--- src/rtl/exec_pkg.sv ---
// Shared types and constants for the execute stage of the 24-bit pipeline.
package exec_pkg;

    localparam int unsigned DATA_W = 24;

    localparam int unsigned FLAG_N = 3;
    localparam int unsigned FLAG_Z = 2;
    localparam int unsigned FLAG_C = 1;
    localparam int unsigned FLAG_V = 0;

    typedef enum logic [2:0] {
        ALU_ADD = 3'b000,
        ALU_SUB = 3'b001,
        ALU_AND = 3'b010,
        ALU_ORR = 3'b011,
        ALU_XOR = 3'b100,
        ALU_MUL = 3'b101,
        ALU_SHL = 3'b110,
        ALU_SHR = 3'b111
    } alu_op_t;

    typedef enum logic [1:0] {
        COND_AL = 2'b00,
        COND_EQ = 2'b01,
        COND_NE = 2'b10,
        COND_LT = 2'b11
    } cond_t;

    typedef enum logic [1:0] {
        FWD_REG = 2'b00,
        FWD_W   = 2'b01,
        FWD_M   = 2'b10,
        FWD_RSV = 2'b11
    } fwd_sel_t;

    typedef enum logic [1:0] {
        IDLE     = 2'b00,
        MUL_RUN  = 2'b01,
        MUL_DONE = 2'b10
    } mul_state_t;

    // Condition evaluation against the NZCV register contents
    function automatic logic cond_pass(input cond_t cond, input logic [3:0] flags);
        case (cond)
            COND_EQ: cond_pass = flags[FLAG_Z];
            COND_NE: cond_pass = ~flags[FLAG_Z];
            COND_LT: cond_pass = flags[FLAG_N] ^ flags[FLAG_V];
            default: cond_pass = 1'b1;
        endcase
    endfunction

endpackage

--- src/rtl/shift_add_multiplier.sv ---
// Iterative shift-add multiplier: one multiplier bit per cycle, low N product bits kept.
module shift_add_multiplier
    import exec_pkg::*;
#(
    parameter int unsigned N = DATA_W
) (
    input  logic         clk,
    input  logic         rst,
    input  logic         start,
    input  logic [N-1:0] a,
    input  logic [N-1:0] b,
    output logic         busy,
    output logic         done,
    output logic [N-1:0] product
);

    localparam int unsigned CW = $clog2(N);

    mul_state_t   state, state_nx;
    logic [N-1:0] mcand, mplier, acc;
    logic [CW-1:0] count;

    always_ff @(posedge clk or negedge rst) begin
        if (!rst) state <= IDLE;
        else      state <= state_nx;
    end

    always_comb begin
        state_nx = state;
        busy     = 1'b0;
        done     = 1'b0;
        case (state)
            IDLE: begin
                if (start) begin
                    busy     = 1'b1;
                    state_nx = MUL_RUN;
                end
            end
            MUL_RUN: begin
                busy = 1'b1;
                if (count == CW'(N - 1)) state_nx = MUL_DONE;
            end
            MUL_DONE: begin
                done     = 1'b1;
                state_nx = IDLE;
            end
            default: state_nx = IDLE;
        endcase
    end

    // Operand latch at issue, then one accumulate/shift step per MUL_RUN cycle
    always_ff @(posedge clk or negedge rst) begin
        if (!rst) begin
            mcand  <= '0;
            mplier <= '0;
            acc    <= '0;
            count  <= '0;
        end else begin
            case (state)
                IDLE: begin
                    if (start) begin
                        mcand  <= a;
                        mplier <= b;
                        acc    <= '0;
                        count  <= '0;
                    end
                end
                MUL_RUN: begin
                    if (mplier[0]) acc <= acc + mcand;
                    mcand  <= mcand << 1;
                    mplier <= mplier >> 1;
                    count  <= count + CW'(1);
                end
                default: ;
            endcase
        end
    end

    assign product = acc;

endmodule

--- src/rtl/execute_unit.sv ---
// Execute stage: forwarding muxes, ALU, condition check and NZCV register.
// Define EXEC_MUL_EN to build the iterative multiplier; otherwise MUL yields 0 in one cycle.
module execute_unit
    import exec_pkg::*;
#(
    parameter int unsigned N = DATA_W
) (
    input  logic         clk,
    input  logic         rst,
    input  logic         RegWriteE,
    input  logic         MemWriteE,
    input  logic         MemtoRegE,
    input  logic         BranchE,
    input  logic         PCSrcE,
    input  logic         ALUSrcE,
    input  logic [2:0]   ALUControlE,
    input  logic [1:0]   FlagWriteE,
    input  logic [1:0]   CondE,
    input  logic [N-1:0] RD1E,
    input  logic [N-1:0] RD2E,
    input  logic [N-1:0] ExtImmE,
    input  logic [1:0]   ForwardAE,
    input  logic [1:0]   ForwardBE,
    input  logic [N-1:0] ALUResultM,
    input  logic [N-1:0] ResultW,
    output logic [N-1:0] ALUResultE,
    output logic [N-1:0] WriteDataE,
    output logic         RegWriteCE,
    output logic         MemWriteCE,
    output logic         MemtoRegCE,
    output logic         PCSrcCE,
    output logic         BranchTakenE,
    output logic [3:0]   FlagsE,
    output logic         BusyE
);

    alu_op_t      alu_op;
    logic [N-1:0] src_a, src_b, alu_res, mul_product;
    logic [N:0]   add_full;
    logic [4:0]   shamt;
    logic         alu_c, alu_v, condpass, gate;
    logic         mul_busy, mul_done, cv_hold;
    logic [3:0]   flags_q, flags_d;

    function automatic logic [N-1:0] fwd_mux(input logic [1:0] sel, input logic [N-1:0] reg_val,
                                             input logic [N-1:0] w_val, input logic [N-1:0] m_val);
        case (fwd_sel_t'(sel))
            FWD_W:   fwd_mux = w_val;
            FWD_M:   fwd_mux = m_val;
            default: fwd_mux = reg_val;
        endcase
    endfunction

    assign alu_op     = alu_op_t'(ALUControlE);
    assign src_a      = fwd_mux(ForwardAE, RD1E, ResultW, ALUResultM);
    assign WriteDataE = fwd_mux(ForwardBE, RD2E, ResultW, ALUResultM);
    assign src_b      = ALUSrcE ? ExtImmE : WriteDataE;
    assign shamt      = src_b[4:0];

`ifdef EXEC_MUL_EN
    logic mul_start;

    // Start is held off during reset so BusyE reads 0 while rst is low
    assign mul_start = rst & (alu_op == ALU_MUL);
    assign cv_hold   = (alu_op == ALU_MUL);

    shift_add_multiplier #(.N(N)) u_mul (
        .clk     (clk),
        .rst     (rst),
        .start   (mul_start),
        .a       (src_a),
        .b       (src_b),
        .busy    (mul_busy),
        .done    (mul_done),
        .product (mul_product)
    );
`else
    assign mul_busy    = 1'b0;
    assign mul_done    = 1'b0;
    assign mul_product = '0;
    assign cv_hold     = 1'b0;
`endif

    always_comb begin
        add_full = '0;
        alu_res  = '0;
        alu_c    = 1'b0;
        alu_v    = 1'b0;
        case (alu_op)
            ALU_ADD: begin
                add_full = {1'b0, src_a} + {1'b0, src_b};
                alu_res  = add_full[N-1:0];
                alu_c    = add_full[N];
                alu_v    = (src_a[N-1] == src_b[N-1]) && (alu_res[N-1] != src_a[N-1]);
            end
            ALU_SUB: begin
                add_full = {1'b0, src_a} + {1'b0, ~src_b} + (N+1)'(1);
                alu_res  = add_full[N-1:0];
                alu_c    = add_full[N];
                alu_v    = (src_a[N-1] != src_b[N-1]) && (alu_res[N-1] != src_a[N-1]);
            end
            ALU_AND: alu_res = src_a & src_b;
            ALU_ORR: alu_res = src_a | src_b;
            ALU_XOR: alu_res = src_a ^ src_b;
            ALU_MUL: alu_res = mul_done ? mul_product : '0;
            ALU_SHL: alu_res = (32'(shamt) >= N) ? '0 : (src_a << shamt);
            ALU_SHR: alu_res = (32'(shamt) >= N) ? '0 : (src_a >> shamt);
            default: alu_res = '0;
        endcase
    end

    assign condpass = cond_pass(cond_t'(CondE), flags_q);
    assign gate     = condpass & ~mul_busy;

    // Flags never move while the multiplier holds the stage; MUL keeps C/V
    always_comb begin
        flags_d = flags_q;
        if (gate) begin
            if (FlagWriteE[1]) begin
                flags_d[FLAG_N] = alu_res[N-1];
                flags_d[FLAG_Z] = (alu_res == '0);
            end
            if (FlagWriteE[0] && !cv_hold) begin
                flags_d[FLAG_C] = alu_c;
                flags_d[FLAG_V] = alu_v;
            end
        end
    end

    always_ff @(posedge clk or negedge rst) begin
        if (!rst) flags_q <= '0;
        else      flags_q <= flags_d;
    end

    assign ALUResultE   = alu_res;
    assign RegWriteCE   = RegWriteE & gate;
    assign MemWriteCE   = MemWriteE & gate;
    assign MemtoRegCE   = MemtoRegE & gate;
    assign PCSrcCE      = PCSrcE & gate;
    assign BranchTakenE = BranchE & gate;
    assign FlagsE       = flags_q;
    assign BusyE        = mul_busy;

endmodule

--- config.mk ---
export PLATFORM = sky130hd
export DESIGN_NAME = execute_unit
export DESIGN_NICKNAME = d
export VERILOG_FILES = /design/src/rtl/exec_pkg.sv /design/src/rtl/shift_add_multiplier.sv /design/src/rtl/execute_unit.sv
export SDC_FILE = /design/constraint.sdc
export NUM_CORES = 1
export LEC_CHECK = 0
export BUFFER_PORTS_ARGS = -buffer_cell sky130_fd_sc_hd__buf_4
export CAP_MARGIN = 0
export CORE_ASPECT_RATIO = 1.4
export CORE_MARGIN = 8
export CORE_UTILIZATION = 61
export CTS_CLUSTER_DIAMETER = 50
export DETAILED_ROUTE_END_ITERATION = 8
export GPL_TIMING_DRIVEN = 0
export HOLD_SLACK_MARGIN = 0.12
export PLACE_DENSITY = 0.9
export RECOVER_POWER = 100
export SLEW_MARGIN = 25
export SYNTH_ARGS = -nofsm -noshare
export SYNTH_HDL_FRONTEND = slang
export SYNTH_HIERARCHICAL = 1
export SYNTH_SLANG_ARGS = --single-unit
--- constraint.sdc ---
create_clock -name clk -period 12.3 [get_ports clk]
set_input_delay 2.46 -clock clk [delete_from_list [all_inputs] [get_ports clk]]
set_output_delay 2.46 -clock clk [all_outputs]
set_load 0.005 [all_outputs]
==> results by group <==
Outcome
  – Status: finished, violations left
  – Violated checks: DRC

Yosys
  – Mapped Nets: approximately 1400
  – Synth area leader: ha_1
  – Yosys top cell area share: 12.6%
  – Count leader, synth: nor2_1
  – Most used DFF post-synth: dfrtp_1
  – Post-synth top cells: nor2_1 (114), inv_1 (94), nand2_1 (82), o21ai_0 (82)
  – Area contributors post-synth: ha_1 (13%), mux2i_1 (9.6%), nor2_1 (5.6%)
  – Async SR Flop Fraction: between 90% and 100%
  – #FFs+latches synth: 4
  – Syn avg cell area: between 6 and 7 um^2
  – Adder-Cell Fraction of Synth Area: around an eighth
  – Synth cell types: about 90
  – Largest family of logic cells by synthesized area: compound AO/OA/AOI/OAI gates
  – Post-synthesis compound-gate area fraction: 40.2%
  – Simple-gate portion of the synthesized area: 20.6%
  – XOR/XNOR share of the synthesized area: 2.52%
  – Mux cell area share after synthesis: between 10% and 20%
  – Synthesized area: 7650 um^2
  – Post-synth EDFFs: 0
  – Seq/Total Area, Yosys: around 1.3%
  – Synth Warn #: 6
  – Post-Synthesis Cells: 1157

Routing
  – DR DRC count: 6
  – Vias: 11100
  – Wire per inst: 27.1 um
  – Iteration-0 DRC count of the detailed router: 1691
  – Post-detailed-route count of antenna-violating nets: 0
  – DR vias/cell: roughly 7.4
  – DR pass1 iterations: 9
  – Final wirelength: about 41000 um

Min path
  – Worst Hold Class: reg -> reg

Global routing
  – Grt met1 use: 47.8%
  – Busiest grt layer: met2
  – Initial antenna violation count: 0
  – M3 GR Usage: a little over a fifth
  – All-layer global routing usage: about 47%
  – Met2 usage: 72.7%
  – Vias in the first global route: 10900
  – First-pass GRT wire length: about 61000 um
  – Largest net degree at the start of global routing: 13
  – Grt ovf: 0

Cells and area
  – Diodes inserted: 0
  – Fin util: 75.7%
  – Largest register FFs: 4
  – Final nets: 1574
  – Area Growth Syn to Fin: 21.8%
  – Fraction of layout cells with a size suffix above 1: 18.8%

Timing
  – Max-slew violation count: 0
  – RSZ-0062 raised after global routing: false
  – Fin crit period: 10.89 ns
  – Worst Max-Slew Pin Slew: 1.14 ns
  – Clock skew: roughly 0.0020 ns
  – Relative slew slack: between 20% and 30%
  – Hold Fails Final Rpt: 0
  – Max Clk Rate: just over 0.09 GHz
  – Final setup TNS: 0 ns
  – Count of final setup violators: 0
  – Tcrit/Tclk final: between 80 and 90%
  – WHS: 0.555 ns

Worst setup path
  – Setup crit start kind: input port
  – Crit path DAT: 8.43 ns
  – Worst setup EP type: output port
  – Crit-path max FO: 10
  – Type of the worst setup path: in -> out
  – Worst Path Required: approximately 9.8 ns

Place
  – Global placement routability congestion: 1.21
  – Port Buffers: 194
  – DP Wirelength: ~32000 um

Pwr
  – Flop pwr share: ~2.1%
  – Worst vdd ir: 0.0545 mV
  – Sw power: 0.535 mW
  – Net Sw Frac: 59.8%
  – Pwr Density: 96.0 nW/um^2
  – Combinational group share of total power: roughly 92%
  – P_int: 0.360 mW
  – Leak: 4.31 nW
  – Clock power share: 5.9%

CTS
  – Clock sink total: 4
  – TritonCTS buffer count: 3
  – Setup Buffers After CTS: 0
  – CTS Root Cell: clkbuf_16
  – Clock buffer depth: 2
  – CTS tree: done
  – H-tree depth: 1
  – Worst-Skew Late Latency: 0.23 ns
  – Worst-path clk slew: 0.03 ns
  – Hold Buf Count CTS: 0
  – Cells resized by post-CTS repair: 0

Die
  – Ports: slightly below 200
  – Die Area: 16400 um^2
  – Starting density of the core: between 60% and 70%
  – Die H: 149 um
  – Core area: 12300 um^2
  – Row cnt: 48
  – Die X: 111 um

Run
  – Max_cap viols: 0
[per-layer routing]
metal  routed length, um  up-vias
met5                   0        -
met1               12700     4956
met3                6740      352
met4                3920        0
li1                    -     4702
met2               17400     1131
[stage by stage]
stage,instance area (um^2),instances,total power [mW],setup slack [ns]
2_1_floorplan,7650,1157,0.518,3.65
3_3_place_gp,9300,1501,0.779,2.25
3_5_place_dp,9300,1501,0.790,2.20
4_1_cts,9370,1504,0.845,2.15
5_1_grt,9320,1504,0.931,1.23
6_report,9320,1504,0.895,1.41
[placed cells by master, fill, tap and decap left out, drive strengths merged, types with 7 or more instances in the layout]
master and count:
buf 186, nor2 114, o21ai 109, clkbuf 99, inv 98, nand2 84, a21oi 78, ha 77
mux2i 73, o22ai 36, nor3 32, a22oi 31, a221o 26, nand2b 20, o211ai 20, nand3 19
xnor2 18, a211oi 17, a31oi 16, o21a 14, a21o 11, o31ai 11, nor2b 10, a221oi 10
o221ai 10, or3 8, o32ai 7, nor4 7
[kinds of logic after synthesis]
| kind of cell | Yosys count |
|---|---|
| flip-flops | 4 |
| XOR/XNOR | 22 |
| AND/OR/NAND/NOR | 334 |
| other | 1 |
| buffers and inverters | 188 |
| AO/OA/AOI/OAI | 449 |
| adder cells (fa/ha/maj) | 80 |
| multiplexers | 79 |
[area by class of cell]
cell class / count / area [um^2]
Multi-Input combinational cell: 965 / 6670
Timing Repair Buffer: 194 / 1410
Inverter: 100 / 382
Fill cell: 1020 / 2990
Tap cell: 150 / 188
Clock buffer: 3 / 75.1
Sequential cell: 4 / 100
Buffer: 88 / 497
[power groups by stage]
| stage | clock (mW) | sequential (mW) | combinational, mW |
|---|---|---|---|
| 6_report | 0.0530 | 0.0184 | 0.823 |
| 5_1_grt | 0.0524 | 0.0185 | 0.860 |
| 4_1_cts | 0.0516 | 0.0181 | 0.776 |
| 3_5_place_dp | 0 | 0.0182 | 0.772 |
| 3_3_place_gp | 0 | 0.0182 | 0.761 |
| 2_1_floorplan | 0 | 0.0172 | 0.500 |
[final timing paths]
check | startpoint | endpoint | slack (ns) | depth (start not counted)
setup / recovery | ForwardBE[0] | ALUResultE[20] | 1.41 | 19
hold / removal | FlagsE[1] | FlagsE[1] | 0.55 | 1
setup reg to reg | FlagsE[2] | FlagsE[2] | 9.59 | 7
hold reg to reg | FlagsE[1] | FlagsE[1] | 0.55 | 1
max in group asynchronous | rst | FlagsE[0] | 10.06 | 1
min in group asynchronous | rst | FlagsE[1] | 2.05 | 1
[worst max-delay path, stage by stage]
cell	delay [ns]
clkbuf_4	0.11
inv_1	0.04
ha_1	0.39
clkbuf_1	0.49
clkbuf_1	0.38
clkbuf_1	0.40
a21oi_1	0.21
o21ai_0	0.63
ha_1	0.24
clkbuf_1	0.38
nor2b_1	0.09
a311oi_1	0.67
a211o_1	0.31
a211oi_1	0.15
o21ai_0	0.43
mux2i_1	0.16
xor2_1	0.18
o21ai_0	0.44
clkbuf_4	0.25
(Power assumes the default switching activity.)
